$ cat src/rtl/uart_rx_monitor.sv
// 8N1 UART receiver for monitoring a SoC tx pin: synchronizer, bit-timing FSM,
// and a small byte FIFO with one-cycle frame-error and overflow pulses.
module uart_rx_monitor #(
  parameter int CLK_DIV    = 868,
  parameter int FIFO_DEPTH = 4
) (
  input  logic       clk_i,
  input  logic       rst_i,
  input  logic       rx_i,
  output logic [7:0] data_o,
  output logic       valid_o,
  input  logic       ready_i,
  output logic       frame_err_o,
  output logic       overflow_o,
  output logic       busy_o
);

  localparam int CW = $clog2(CLK_DIV);
  localparam int AW = $clog2(FIFO_DEPTH);
  localparam logic [CW-1:0] FULL_RELOAD = CW'(CLK_DIV - 1);
  localparam logic [CW-1:0] HALF_RELOAD = CW'(CLK_DIV / 2 - 1);

  typedef enum logic [2:0] {IDLE, START, DATA, STOP, WAIT_IDLE} state_t;

  state_t        state, state_next;
  logic [CW-1:0] cnt, cnt_next;
  logic [2:0]    bit_idx, bit_idx_next;
  logic [7:0]    shift, shift_next;
  logic          push_req;
  logic          frame_err_set;
  logic          rx_meta, rx_s;

  logic [7:0]    mem [FIFO_DEPTH];
  logic [AW:0]   wr_ptr, rd_ptr;
  logic          full, empty, pop, do_push;

  always_ff @(posedge clk_i or posedge rst_i) begin
    if (rst_i) begin
      rx_meta <= 1'b1;
      rx_s    <= 1'b1;
    end else begin
      rx_meta <= rx_i;
      rx_s    <= rx_meta;
    end
  end

  always_ff @(posedge clk_i or posedge rst_i) begin
    if (rst_i) begin
      state   <= IDLE;
      cnt     <= '0;
      bit_idx <= '0;
      shift   <= '0;
    end else begin
      state   <= state_next;
      cnt     <= cnt_next;
      bit_idx <= bit_idx_next;
      shift   <= shift_next;
    end
  end

  // Every phase counts down to zero and acts on the sample taken at expiry.
  always_comb begin
    state_next    = state;
    cnt_next      = cnt;
    bit_idx_next  = bit_idx;
    shift_next    = shift;
    push_req      = 1'b0;
    frame_err_set = 1'b0;
    case (state)
      IDLE: begin
        if (!rx_s) begin
          state_next = START;
          cnt_next   = HALF_RELOAD;
        end
      end
      START: begin
        if (cnt == '0) begin
          if (rx_s) begin
            state_next = IDLE;
          end else begin
            state_next   = DATA;
            bit_idx_next = '0;
            cnt_next     = FULL_RELOAD;
          end
        end else begin
          cnt_next = cnt - 1'b1;
        end
      end
      DATA: begin
        if (cnt == '0) begin
          shift_next[bit_idx] = rx_s;
          cnt_next            = FULL_RELOAD;
          if (bit_idx == 3'd7) begin
            state_next = STOP;
          end else begin
            bit_idx_next = bit_idx + 1'b1;
          end
        end else begin
          cnt_next = cnt - 1'b1;
        end
      end
      STOP: begin
        if (cnt == '0) begin
          if (rx_s) begin
            push_req   = 1'b1;
            state_next = IDLE;
          end else begin
            frame_err_set = 1'b1;
            state_next    = WAIT_IDLE;
          end
        end else begin
          cnt_next = cnt - 1'b1;
        end
      end
      WAIT_IDLE: begin
        if (rx_s) begin
          state_next = IDLE;
        end
      end
      default: state_next = IDLE;
    endcase
  end

  assign busy_o  = (state != IDLE);

  // Pointers carry one extra wrap bit so full and empty are distinguishable.
  assign empty   = (wr_ptr == rd_ptr);
  assign full    = (wr_ptr[AW] != rd_ptr[AW]) && (wr_ptr[AW-1:0] == rd_ptr[AW-1:0]);
  assign valid_o = !empty;
  assign data_o  = mem[rd_ptr[AW-1:0]];
  assign pop     = valid_o && ready_i;
  assign do_push = push_req && (!full || pop);

  always_ff @(posedge clk_i or posedge rst_i) begin
    if (rst_i) begin
      wr_ptr      <= '0;
      rd_ptr      <= '0;
      frame_err_o <= 1'b0;
      overflow_o  <= 1'b0;
      for (int i = 0; i < FIFO_DEPTH; i++) begin
        mem[i] <= '0;
      end
    end else begin
      frame_err_o <= frame_err_set;
      overflow_o  <= push_req && full && !pop;
      if (do_push) begin
        mem[wr_ptr[AW-1:0]] <= shift;
        wr_ptr              <= wr_ptr + 1'b1;
      end
      if (pop) begin
        rd_ptr <= rd_ptr + 1'b1;
      end
    end
  end

endmodule

$ cat config.mk
export PLATFORM = sky130hd
export DESIGN_NAME = uart_rx_monitor
export DESIGN_NICKNAME = d
export VERILOG_FILES = /design/src/rtl/uart_rx_monitor.sv
export SDC_FILE = /design/constraint.sdc
export NUM_CORES = 1
export LEC_CHECK = 0
export ABC_AREA = 1
export ABC_CLOCK_PERIOD_IN_PS = 2200
export CAP_MARGIN = 10
export CELL_PAD_IN_SITES_DETAIL_PLACEMENT = 0
export CELL_PAD_IN_SITES_GLOBAL_PLACEMENT = 1
export CORE_AREA = 2 2 104 106
export CTS_BUF_LIST = sky130_fd_sc_hd__clkbuf_8
export CTS_CLUSTER_DIAMETER = 150
export DETAILED_ROUTE_END_ITERATION = 10
export DIE_AREA = 0 0 106 108
export HOLD_SLACK_MARGIN = 0.15
export PLACE_DENSITY_LB_ADDON = 0.1
export SLEW_MARGIN = 15
export SYNTH_ARGS = -nofsm -noshare
export SYNTH_HDL_FRONTEND = slang
export SYNTH_SLANG_ARGS = --single-unit
$ cat constraint.sdc
create_clock -name clk_i -period 2.2 [get_ports clk_i]
set_input_delay 0.44 -clock clk_i [delete_from_list [all_inputs] [get_ports clk_i]]
set_output_delay 0.44 -clock clk_i [all_outputs]
set_load 0.005 [all_outputs]
==> impl_metrics.yaml <==
run_status:
  status: "completed"
yosys:
  yosysMostFrequentCell: "nand2_1"
  synth_top_area_cell: "dfrtp_1"
  async_reset_ff_frac: 1.00
  synth_area_leaders: "dfrtp_1 (45%), nand2_1 (17%), nand4_1 (6.5%)"
  synthesis.area_um2: 3560
  synthFlopType: "dfrtp_1"
  syn_avg_cell_area_um2: 7.85
  netlist_instances: 454
  synth_fp_nets: 466
  synth_top_area_frac: 0.449
  synth_cell_types: 28
  ys_seq_area_frac: 0.464
  synth_common_cells: "nand2_1 (157), dfrtp_1 (64), nor2_1 (42)"
  yosysWarnings: 0
  ys_ff_latch: 66
  synth_edf_count: 0
placement:
  place_ws_ns: 0.203
  hpwl_um: 6290
  place_area_um2: 3880
  io_buffer_count: 15
  dp.cells: 604
  gp_congestion: 0.810
sta:
  finalCriticalPeriod_ns: 2.09
  setup_ws_ns: 0.107
  final.setup.tns_ns: 0
  min_period_over_period: 0.952
  finClkSkew_ns: 0.00956
  maxSlewHeadroom: 0.653
  max_clock_freq_ghz: 0.478
  rsz0062_at_grt: "false"
  drv_slew: 0
  worst_slew_pin_slew_ns: 0.519
  setup_viol: 0
  hold_slack_ns: 0.274
  hold_viol: 0
route:
  wirelength_um: 9070
  drt_first_pass_iters: 4
  dr.first_iter.drc_count: 95
  antenna_left: 0
  wl_per_cell_um: 14.5
  drc: 0
  via_per_inst: 4.81
  via_count: 3009
setup_path:
  critPathMaxFanout: 10
  worstRegToRegCells: 8
  crit_path_start: "rd_ptr[0]"
  endpoint_kind: "primary output"
  endpoint: "data_o[4]"
  reg2reg_slack_ns: 0.25
  setup.worst_path.class: "reg -> out"
  reg2reg_from: "rd_ptr[0]"
  critPathLaunchType: "register"
  reg2reg_to: "mem[23]"
  worstPathArrival_ns: 1.65
  critical_path_required_ns: 1.76
pwr:
  switchingPower_mw: 1.01
  sw_frac_of_total: 0.320
  totalPowerFinal_mw: 3.15
  clock_power_share: 0.305
  power_density_nw_per_um2: 762
  intPower_mw: 2.14
  leakage_nw: 2.15
  ir_drop_mv: 0.355
  p_seq_frac: 0.409
  p_comb_frac: 0.286
clock_tree:
  clk_latency_ns: 0.34
  cts.sinks: 66
  htree_num_levels: 3
  cts_made_buffers: 9
  clk_pin_slew_worst_paths_ns: 0.07
  hold_buffers: 0
  cts_tree: "done"
  cts_root_buf: "clkbuf_8"
  cts_buffer_depth: 2
global_routing:
  grt_pass1_wl_um: 15500
  gr-total-overflow: 0
  grt_usage: 0.174
  antenna_found_initial: 0
  grt_max_degree: 47
  grt_pass1_vias: 2932
finish:
  drive_gt1_frac: 0.122
  area_growth_pct: 16.0
  diodes: 0
  utilization: 0.404
  final_cells: 626
  nets: 498
  final_cell_area_um2: 4130
die:
  fp-row-count: 37
  boundaryPins: 16
  die_width_um: 106
  die_h_um: 108
  fp.coreArea_um2: 10200
  fp.dieArea_um2: 11400
  start_util: 0.348
worst_hold_path:
  hp-class: "in -> async"
job:
  cap_violations: 0
[final cells by class]
cell class | instances | area, um^2
clock buffers | 11 | 151
clock inverters | 4 | 27.5
fillers | 1059 | 6100
inverters | 34 | 131
multi-input cells | 335 | 1630
flip-flops and latches | 66 | 1660
well taps | 136 | 170
repair buffers | 39 | 355
repair inverters | 1 | 7.51
[metal layers]
layer,track usage,wire (um),up-vias
met3,0.0332,258,4
li1,-,-,1550
met4,0.0451,57,0
met1,0.239,4610,1414
met5,0,0,-
met2,0.284,4140,41
[sequential cells by signal, indices dropped and copies added, names as in the netlist]
name,cells
mem,32
cnt,10
shift,8
bit_idx,3
rd_ptr,3
state,3
wr_ptr,3
frame_err_o,1
overflow_o,1
rx_meta,1
rx_s,1
[worst max-delay path, stage by stage (launching register included)]
cell           delay [ns]
dfrtp_2              0.47
buf_12               0.16
buf_4                0.16
o21ai_0              0.17
o22ai_1              0.09
dlygate4sd2_1        0.26
[cell usage in the layout, fill, tap and decap left out, types with 5 or more instances in the layout]
cell type        count
dfrtp_1             63
clkinvlp_4           5
nand4_1             37
inv_1               29
o22ai_1              8
buf_4               22
o21ai_0             26
dlygate4sd2_1        6
nor2_1              42
clkbuf_8            11
clkdlybuf4s50_1      6
nand3_1             22
o21ai_1              5
xor2_1               6
nand2_1            157
ha_1                 8
[timing repair]
action / CTS / global route
cloned: 1 / 0
buffers inserted: 1 / 5
pin swaps: 0 / 1
endpoints found under the setup margin: 9 / 3
resized for setup: 15 / 6
[power groups by stage]
| stage | Sequential [mW] | Clock [mW] | Combinational [mW] |
|---|---|---|---|
| final | 1.29 | 0.960 | 0.902 |
| after global routing | 1.29 | 1.06 | 0.994 |
| after CTS | 1.29 | 0.987 | 0.847 |
| after detailed placement | 1.29 | 0 | 0.840 |
| after global placement | 1.29 | 0 | 0.834 |
| after floorplan | 1.28 | 0 | 0.482 |
[how the worst min path moves through the flow]
stage	cells after the start	slack, ns	start	end
3_3_place_gp	0	0.35	rx_meta	rx_s
4_1_cts	2	0.26	rst_i	rd_ptr[2]
6_report	2	0.27	rst_i	rd_ptr[2]
2_1_floorplan	0	0.35	rx_meta	rx_s
3_5_place_dp	0	0.35	rx_meta	rx_s
5_1_grt	2	0.28	rst_i	rd_ptr[2]
[kinds of logic (layout without fill, tap and decap cells)]
family,Yosys count,in the layout,share of synthesized area
and+or+nand+nor,273,273,0.340
DFF,66,66,0.464
buffers and inverters,53,89,0.0772
AOI/OAI and AO/OA,46,46,0.0709
adders and majority gates,8,8,0.0281
xor gates and xnor gates,8,8,0.0197
Note: power is estimated with default switching activity, not from simulation.
